### src/rtl/switch_cell_pack.sv
// Ingress cell packer: prepends a header word, writes frame data padded to whole
// 4-word cells into the core data FIFO, then writes the cell pointer descriptor.
module switch_cell_pack #(
   parameter logic [3:0] SRC_PORT = 4'd0
) (
   input  logic         clk,
   input  logic         rstn,
   input  logic [127:0] in_data,
   input  logic         in_valid,
   input  logic         in_sop,
   input  logic         in_eop,
   input  logic [10:0]  in_len,
   input  logic [3:0]   in_portmap,
   output logic         in_ready,
   output logic [127:0] i_cell_data_fifo_din,
   output logic         i_cell_data_fifo_wr,
   output logic [15:0]  i_cell_ptr_fifo_din,
   output logic         i_cell_ptr_fifo_wr,
   input  logic         i_cell_bp,
   output logic [15:0]  pkt_cnt,
   output logic [15:0]  drop_cnt
);

   localparam logic [2:0] S_IDLE    = 3'd0;
   localparam logic [2:0] S_DATA    = 3'd1;
   localparam logic [2:0] S_PAD     = 3'd2;
   localparam logic [2:0] S_PTR     = 3'd3;
   localparam logic [2:0] S_DISCARD = 3'd4;

   logic [2:0]   state_q, state_d;
   logic [3:0]   portmap_q, portmap_d;
   logic [7:0]   t_q, t_d;
   logic [7:0]   rd_q, rd_d;
   logic [7:0]   cnt_q, cnt_d;
   logic         over_q, over_d;
   logic [127:0] ddin_q, ddin_d;
   logic         dwr_q, dwr_d;
   logic [15:0]  pdin_q, pdin_d;
   logic         pwr_q, pwr_d;
   logic [15:0]  pkt_cnt_q, pkt_cnt_d;
   logic [15:0]  drop_cnt_q, drop_cnt_d;

   logic [7:0]   d_words;
   logic [7:0]   t_words;
   logic         accept;

   // D = ceil(len/16); T = (1 + D) rounded up to a multiple of 4
   assign d_words = 8'(({1'b0, in_len} + 12'd15) >> 4);
   assign t_words = (d_words + 8'd4) & 8'hFC;
   assign accept  = in_valid && in_ready;

   always_comb begin
      in_ready = 1'b0;
      case (state_q)
         S_IDLE:    in_ready = !in_sop;
         S_DATA:    in_ready = !i_cell_bp;
         S_DISCARD: in_ready = 1'b1;
         default:   in_ready = 1'b0;
      endcase
   end

   always_comb begin
      state_d    = state_q;
      portmap_d  = portmap_q;
      t_d        = t_q;
      rd_d       = rd_q;
      cnt_d      = cnt_q;
      over_d     = over_q;
      ddin_d     = ddin_q;
      dwr_d      = 1'b0;
      pdin_d     = pdin_q;
      pwr_d      = 1'b0;
      pkt_cnt_d  = pkt_cnt_q;
      drop_cnt_d = drop_cnt_q;
      case (state_q)
         S_IDLE: begin
            if (in_valid && in_sop) begin
               if (in_len == 11'd0) begin
                  drop_cnt_d = drop_cnt_q + 16'd1;
                  over_d     = 1'b0;
                  state_d    = S_DISCARD;
               end else if (!i_cell_bp) begin
                  portmap_d = in_portmap;
                  t_d       = t_words;
                  rd_d      = d_words;
                  cnt_d     = 8'd1;
                  ddin_d    = {109'd0, SRC_PORT, in_portmap, in_len};
                  dwr_d     = 1'b1;
                  state_d   = S_DATA;
               end
            end
         end
         S_DATA: begin
            if (accept) begin
               ddin_d = in_data;
               dwr_d  = 1'b1;
               cnt_d  = cnt_q + 8'd1;
               rd_d   = rd_q - 8'd1;
               if (rd_q == 8'd1) begin
                  if (in_eop) begin
                     state_d = (cnt_q + 8'd1 == t_q) ? S_PTR : S_PAD;
                  end else begin
                     over_d  = 1'b1;
                     state_d = S_DISCARD;
                  end
               end else if (in_eop) begin
                  // short frame: missing data words are zero-filled by PAD
                  state_d = S_PAD;
               end
            end
         end
         S_PAD: begin
            ddin_d = 128'd0;
            dwr_d  = 1'b1;
            cnt_d  = cnt_q + 8'd1;
            if (cnt_q + 8'd1 == t_q) begin
               state_d = S_PTR;
            end
         end
         S_PTR: begin
            pdin_d    = {4'b0000, portmap_q, t_q};
            pwr_d     = 1'b1;
            pkt_cnt_d = pkt_cnt_q + 16'd1;
            state_d   = S_IDLE;
         end
         S_DISCARD: begin
            if (accept && in_eop) begin
               if (over_q) begin
                  state_d = (cnt_q == t_q) ? S_PTR : S_PAD;
               end else begin
                  state_d = S_IDLE;
               end
            end
         end
         default: state_d = S_IDLE;
      endcase
   end

   always_ff @(posedge clk or negedge rstn) begin
      if (!rstn) begin
         state_q    <= S_IDLE;
         portmap_q  <= 4'd0;
         t_q        <= 8'd0;
         rd_q       <= 8'd0;
         cnt_q      <= 8'd0;
         over_q     <= 1'b0;
         ddin_q     <= 128'd0;
         dwr_q      <= 1'b0;
         pdin_q     <= 16'd0;
         pwr_q      <= 1'b0;
         pkt_cnt_q  <= 16'd0;
         drop_cnt_q <= 16'd0;
      end else begin
         state_q    <= state_d;
         portmap_q  <= portmap_d;
         t_q        <= t_d;
         rd_q       <= rd_d;
         cnt_q      <= cnt_d;
         over_q     <= over_d;
         ddin_q     <= ddin_d;
         dwr_q      <= dwr_d;
         pdin_q     <= pdin_d;
         pwr_q      <= pwr_d;
         pkt_cnt_q  <= pkt_cnt_d;
         drop_cnt_q <= drop_cnt_d;
      end
   end

   assign i_cell_data_fifo_din = ddin_q;
   assign i_cell_data_fifo_wr  = dwr_q;
   assign i_cell_ptr_fifo_din  = pdin_q;
   assign i_cell_ptr_fifo_wr   = pwr_q;
   assign pkt_cnt              = pkt_cnt_q;
   assign drop_cnt             = drop_cnt_q;

endmodule

### config.mk
export PLATFORM = sky130hd
export DESIGN_NAME = switch_cell_pack
export DESIGN_NICKNAME = d
export VERILOG_FILES = /design/src/rtl/switch_cell_pack.sv
export SDC_FILE = /design/constraint.sdc
export NUM_CORES = 1
export LEC_CHECK = 0
export CAP_MARGIN = 20
export CORE_AREA = 2 2 127 129
export CTS_CLUSTER_SIZE = 14
export DETAILED_ROUTE_END_ITERATION = 6
export DIE_AREA = 0 0 129 131
export DONT_BUFFER_PORTS = 1
export PLACE_DENSITY = 0.72
export RECOVER_POWER = 50
export SLEW_MARGIN = 20
export SYNTH_ARGS = -nofsm -noshare
export SYNTH_HDL_FRONTEND = slang
export SYNTH_SLANG_ARGS = --single-unit
### constraint.sdc
create_clock -name clk -period 3.6 [get_ports clk]
set_input_delay 0.54 -clock clk [delete_from_list [all_inputs] [get_ports clk]]
set_output_delay 0.54 -clock clk [all_outputs]
set_load 0.05 [all_outputs]
After elaboration in Yosys (flattened, before gate mapping)
Cells that the tools add are included.
{ "totals": {"mem_bits_rw": 0, "input_bits": 149, "latchBits": 0, "n_memories": 0, "reg_bits": 202, "mem_bits_ro": 0} }
{ "classes": {"n_addsub": 6, "n_eq_ne": 18, "n_div": 0, "muxes": 41, "bitwise_logic": 2, "n_reduce_logical": 15, "order_cmp": 0, "n_shift": 0, "n_mul": 0} }
{ "op_table": {"columns": ["operator", "count"], "rows": [
  ["2-to-1 mux 128 bit", 4],
  ["one-hot mux 128 bit (3 select lines)", 1],
  ["2-to-1 mux 8 bit", 8],
  ["adder 16 x 1 -> 16 bit, second input constant", 2],
  ["2-to-1 mux 3 bit", 9],
  ["one-hot mux 8 bit (3 select lines)", 1],
  ["inequality test 2 bit, second input constant", 9],
  ["equality test 8 bit", 2],
  ["one-hot mux 8 bit (2 select lines)", 1],
  ["adder 11 x 4 -> 12 bit, second input constant", 1],
  ["2-to-1 mux 1 bit", 12],
  ["one-hot mux 3 bit (4 select lines)", 1],
  ["AND reduction 6 bit", 2],
  ["zero test 11 bit", 1],
  ["AND reduction 5 bit", 2],
  ["adder 8 x 1 -> 8 bit, second input constant", 1],
  ["adder 8 x 3 -> 8 bit, second input constant", 1],
  ["equality test 8 x 1 -> 1 bit, second input constant", 1],
  ["subtractor 8 x 1 -> 8 bit, second input constant", 1],
  ["equality test 3 x 2 -> 1 bit, second input constant", 2],
  ["inequality test 3 bit, second input constant", 2],
  ["one-hot mux 1 bit (3 select lines)", 2],
  ["AND reduction 4 bit", 1],
  ["equality test 3 x 1 -> 1 bit, second input constant", 1],
  ["10 further kinds", 14]
]} }

Longest topological paths before layout
{ "logic_depth": {"word_depth": 7, "mapped_depth": 11, "depth_no_buf": 9} }

Worst setup path after synthesis
Ideal clock, no wire load.
{ "synth_timing": {"path_kind": "input to register", "from": "in in_len[5]", "to": "reg ddin_q[10], in the netlist i_cell_data_fifo_din[10]", "t_required_ps": 3475, "setup_slack_ps": 1234, "path_buffers": 5, "arrival_ps": 2241, "cell_stages": 11, "path_cell_list": "buf_2 -> nor4_2 -> and3_1 -> buf_4 -> o21ba_2 -> buf_4 -> a21o_1 -> buf_6 -> inv_2 -> buf_6 -> mux2_4"} }
{ "synth_via": {"elab_chain_cells": 3} }
{ "synth_rtl": {"columns": ["item", "line_no", "rtl"], "rows": [
  ["from (decl)", "12", "input logic [10:0] in_len,"],
  ["zero test 11 bit", "78", "if (in_len == 11'd0) begin"],
  ["inequality test 2 bit (no line)", null, null],
  ["AND reduction 5 bit (no line)", null, null],
  ["to (signal assigned)", "160", "ddin_q <= ddin_d;"],
  ["to (decl)", "36", "logic [127:0] ddin_q, ddin_d;"]
]} }
No other way between the ends.
A chain may end at the register's enable or synchronous reset.

Final worst setup path
{ "layout_timing": {"from": "reg state_q[2]", "to": "out in_ready"} }
{ "layout_via": {"elab_chain_cells": 2, "word_cells_on_any_way": 4, "classes_between": "eq/ne (2); mux (1); reduce/logical (1)"} }
{ "layout_rtl": {"columns": ["item", "line_no", "rtl"], "rows": [
  ["from (decl)", "30", "logic [2:0] state_q, state_d;"],
  ["from (signal assigned)", "154", "state_q <= state_d;"],
  ["equality test 3 bit (tied with other cells)", "54", "case (state_q)"],
  ["one-hot mux 1 bit (3 select lines) (*)", "54", null],
  ["to (decl)", "14", "output logic in_ready,"]
]} }
Every way passes the cells marked *; elsewhere a longest branch is shown, timed or not.

==> results.txt <==
The length in cells of the worst reg-to-reg path is 6. The share of the clock period used by the worst path is between 70 and 80%. The count of fill cells added during filler insertion is 1224. Timing would allow up to 360 MHz. The count of maximum capacitance violations came out at 0.

The gate count after technology mapping came out at 725. The number of antenna violations at the first check in global routing is 0. The post-CTS resize count is 0. The floorplan step set the die height to 131 µm.

The number of pins exceeding their max-slew limit in the final report came out at 0. Power spread over the standard cell area amounts to 1020 nW/µm². The synthesis-to-finish area growth came out at 9.11%. The met1 wire length is 8540 µm. The ratio of cells with drive above 1 in the final layout is 10.3%.

The clock tree buffer depth is 3. The startpoint of the lowest-slack register-to-register path is state_q[2]. The post-synthesis register bit count came out at 202. Buffers inserted during clock tree synthesis total 22. The largest driver fanout on the critical path came out at 19. The final count of negative-setup-slack endpoints came out at 0. Summed over all cells, the static leakage comes to 0.00442 µW. The floorplan core area is 15600 µm². The CTS H-tree depth is 1.

The total clock sinks is 202. The count of buffers inserted at the top-level ports is 0. The routability congestion estimate is 0.902.

TritonCTS built the clock tree. The distinct cell type count of the synthesized netlist came out at 61. For this run, the number of Yosys warnings is 0.

Summing over every cut layer, the via total after detailed routing is 5871. The number of setup buffers added after CTS is 0. In this run the critical register-to-register path is captured at pkt_cnt[14]. Ranked by total cell area, the synthesized netlist is headed by sky130_fd_sc_hd__dfrtp_1 (58%), sky130_fd_sc_hd__a22o_1 (13%), sky130_fd_sc_hd__xnor2_1 (3.5%).

The width of the die came out at between 100 and 150 µm. The topmost layer with routed signal wires is met4. Dividing the detail-routed wire length by the instance count gives 22.5 µm. The number of flops mapped to enable cells by yosys is 0. The final reports fail on hold timing. The fraction of synthesized cell area taken by the top area cell type is 58.0%. The first routing iteration left 445 violations. Summed over all nets, the half-perimeter wirelength after detailed placement is between 10000 and 15000 µm.

For this run, the register share of the synthesized area comes to approximately 58%. 328 I/O pins were placed. Setup repair after global routing left no endpoint under its margin. Row generation in the floorplan step produced 46 rows. The nature of the critical path startpoint is a flop.

The cell area after technology mapping came out at 8710 µm². The tightest hold margin is -0.254 ns. The clock insertion delay at the later pin of the skew report is 0.49 ns. The worst register-to-register path has a setup slack of 0.92 ns.

The critical path is of the flop to primary output type. After detailed routing, the total wire length is around 21000 µm. In the detailed route, the total length drawn on met3 is 1740 µm. In this run the tightest slew margin relative to its limit is between 30% and 40%. CTS placed an instance of sky130_fd_sc_hd__clkbuf_16 at the clock tree root. The floorplan step defined a die boundary enclosing between 15000 and 20000 µm². The post-route setup TNS is 0 ns. The overall track demand over capacity in global routing is 23.2%. The via density per instance came out at 6.30. The critical path required time is ~3.1 ns.

The final number of hold-violating endpoints came to 202. The worst slack after detailed placement is 0.946 ns. The clock-pin slew on the worst setup and hold paths came out at 0.06 ns. The sequential cell area in the final layout came out at 5050 µm². The number of remaining DRC errors came out at 0.

The initial core utilization is between 50% and 60%. The biggest area contributor in the post-synthesis netlist is sky130_fd_sc_hd__dfrtp_1. The via count of the first global-routing pass is 5564.

For this run, the leading register cell type out of synthesis is sky130_fd_sc_hd__dfrtp_1. The number of nets with antenna violations after routing came out at 0. The most common library cell in the layout ignoring fill and taps is sky130_fd_sc_hd__dfrtp_1.

The library cells used most frequently in the layout, excluding fill and tap cells, are sky130_fd_sc_hd__dfrtp_1 (202), sky130_fd_sc_hd__a22o_1 (132), sky130_fd_sc_hd__nand2_1 (69). The worst clock skew on the final layout is 0.00938 ns. The largest net degree at the start of global routing came out at about 200. The routed design could run at a clock period as short as 2.78 ns. The post-layout net count is 858. The final antenna diode count is 0. VDD sags by at most 0.513 mV.

STA classifies the critical path endpoint as a primary output. The number of detailed-route iterations in the first pass came out at 5. The arrival time of data at the critical path endpoint is 2.24 ns. The worst setup slack after layout came out at 0.819 ns. In the final layout, the multi-input gates occupy 3340 µm². The class of the most critical hold timing path is primary input to async pin. Summed over all nets, wire length on met2 after detailed routing comes to 10300 µm. After global routing the overflow that remains totals 0. The run finished, with violations left. The slew of the pin with the lowest slew margin is between 1 and 1.5 ns. The async set or reset register ratio after synthesis came out at 100%. The wire length of the first global-routing pass is 30800 µm. Averaged over all synthesized cells, the footprint is 12.0 µm².
cells in the mapped netlist (3+ instances only):
master	number
sky130_fd_sc_hd__a22o_1	132
sky130_fd_sc_hd__buf_4	8
sky130_fd_sc_hd__a21oi_1	10
sky130_fd_sc_hd__nand3_1	18
sky130_fd_sc_hd__xnor2_1	35
sky130_fd_sc_hd__dfrtp_1	202
sky130_fd_sc_hd__clkbuf_1	25
sky130_fd_sc_hd__mux2i_1	3
sky130_fd_sc_hd__nand4_1	16
sky130_fd_sc_hd__nor3_1	12
sky130_fd_sc_hd__nor2b_1	3
sky130_fd_sc_hd__buf_2	16
sky130_fd_sc_hd__o21ai_0	17
sky130_fd_sc_hd__nor2_1	22
sky130_fd_sc_hd__mux2_2	9
sky130_fd_sc_hd__a31oi_1	10
sky130_fd_sc_hd__inv_1	13
sky130_fd_sc_hd__nor4_1	4
sky130_fd_sc_hd__mux2_4	13
sky130_fd_sc_hd__and3_1	10
sky130_fd_sc_hd__buf_6	5
sky130_fd_sc_hd__nand2_1	69
sky130_fd_sc_hd__a41oi_1	3
sky130_fd_sc_hd__xor2_1	13
sky130_fd_sc_hd__ha_1	7
sky130_fd_sc_hd__and2_1	3
sky130_fd_sc_hd__or2_2	4
sky130_fd_sc_hd__nand2b_1	4
cell families after synthesis:
family	count (synthesis)	synth area share, %
adders and majority gates	7	1.01
and+or+nand+nor	178	10.4
muxes	25	3.75
AOI/OAI and AO/OA	194	17.9
other	1	0.0431
DFF	202	58.0
buffers and inverters	70	4.02
xor gates and xnor gates	48	4.83
through the flow:
stage               hold WS (ns)  instance area [µm²]  util [%]  instances  power (µW)
floorplan                  0.244                 8730         -        730        6990
global placement           0.250                 8760      56.1        894        7340
detailed placement         0.252                 8760      56.1        894        7450
CTS                       -0.273                 9500      60.9        932        9760
global route              -0.282                 9500      60.9        932       10200
finish                    -0.254                 9500      60.9        932        9720
per-layer routing:
metal | global-route usage (%) | vias to the layer above
met2 | 37.1 | 299
met4 | 6.52 | 0
met1 | 30.8 | 2953
met5 | 0 | -
li1 | - | 2586
met3 | 7.21 | 33
worst max-delay path by stage:
stage	to	slack (ns)	from
floorplan	i_cell_data_fifo_din[10]	1.23	in_len[5]
global placement	i_cell_data_fifo_din[2]	1.02	in_len[3]
detailed placement	i_cell_data_fifo_din[5]	0.95	in_len[3]
CTS	in_ready	0.83	state_q[2]
global route	in_ready	0.67	state_q[2]
finish	in_ready	0.82	state_q[2]
state kept, by name, summed over array words and instances, names as in the netlist:
register              cells
i_cell_data_fifo_din    128
i_cell_data_fifo_wr       1
i_cell_ptr_fifo_wr        1
pkt_cnt                  16
drop_cnt                 16
over_q                    1
portmap_q                 4
rd_q                      8
state_q                   3
t_q                       6
i_cell_ptr_fifo_din      10
cnt_q                     8
critical path, cell delays in order (launching register included):
cell and delay [ns]:
sky130_fd_sc_hd__dfrtp_1 0.70, sky130_fd_sc_hd__nor2_1 0.11, sky130_fd_sc_hd__nand2_1 0.09, sky130_fd_sc_hd__o21ai_0 0.09, sky130_fd_sc_hd__nor2_1 0.77
area by class of cell:
type | count | area share [%]
Multi-Input combinational cell | 458 | 35.1
Timing Repair Buffer | 4 | 0.487
Inverter | 14 | 0.553
Tap cell | 216 | 2.84
Clock inverter | 8 | 1.07
Sequential cell | 202 | 53.2
Clock buffer | 30 | 6.75
report_power, final:
group / internal, µW / switching, µW
clock network: 1390 / 889
registers: 2890 / 2470
logic: 994 / 1080
Note: power is estimated with default switching activity, not from simulation.
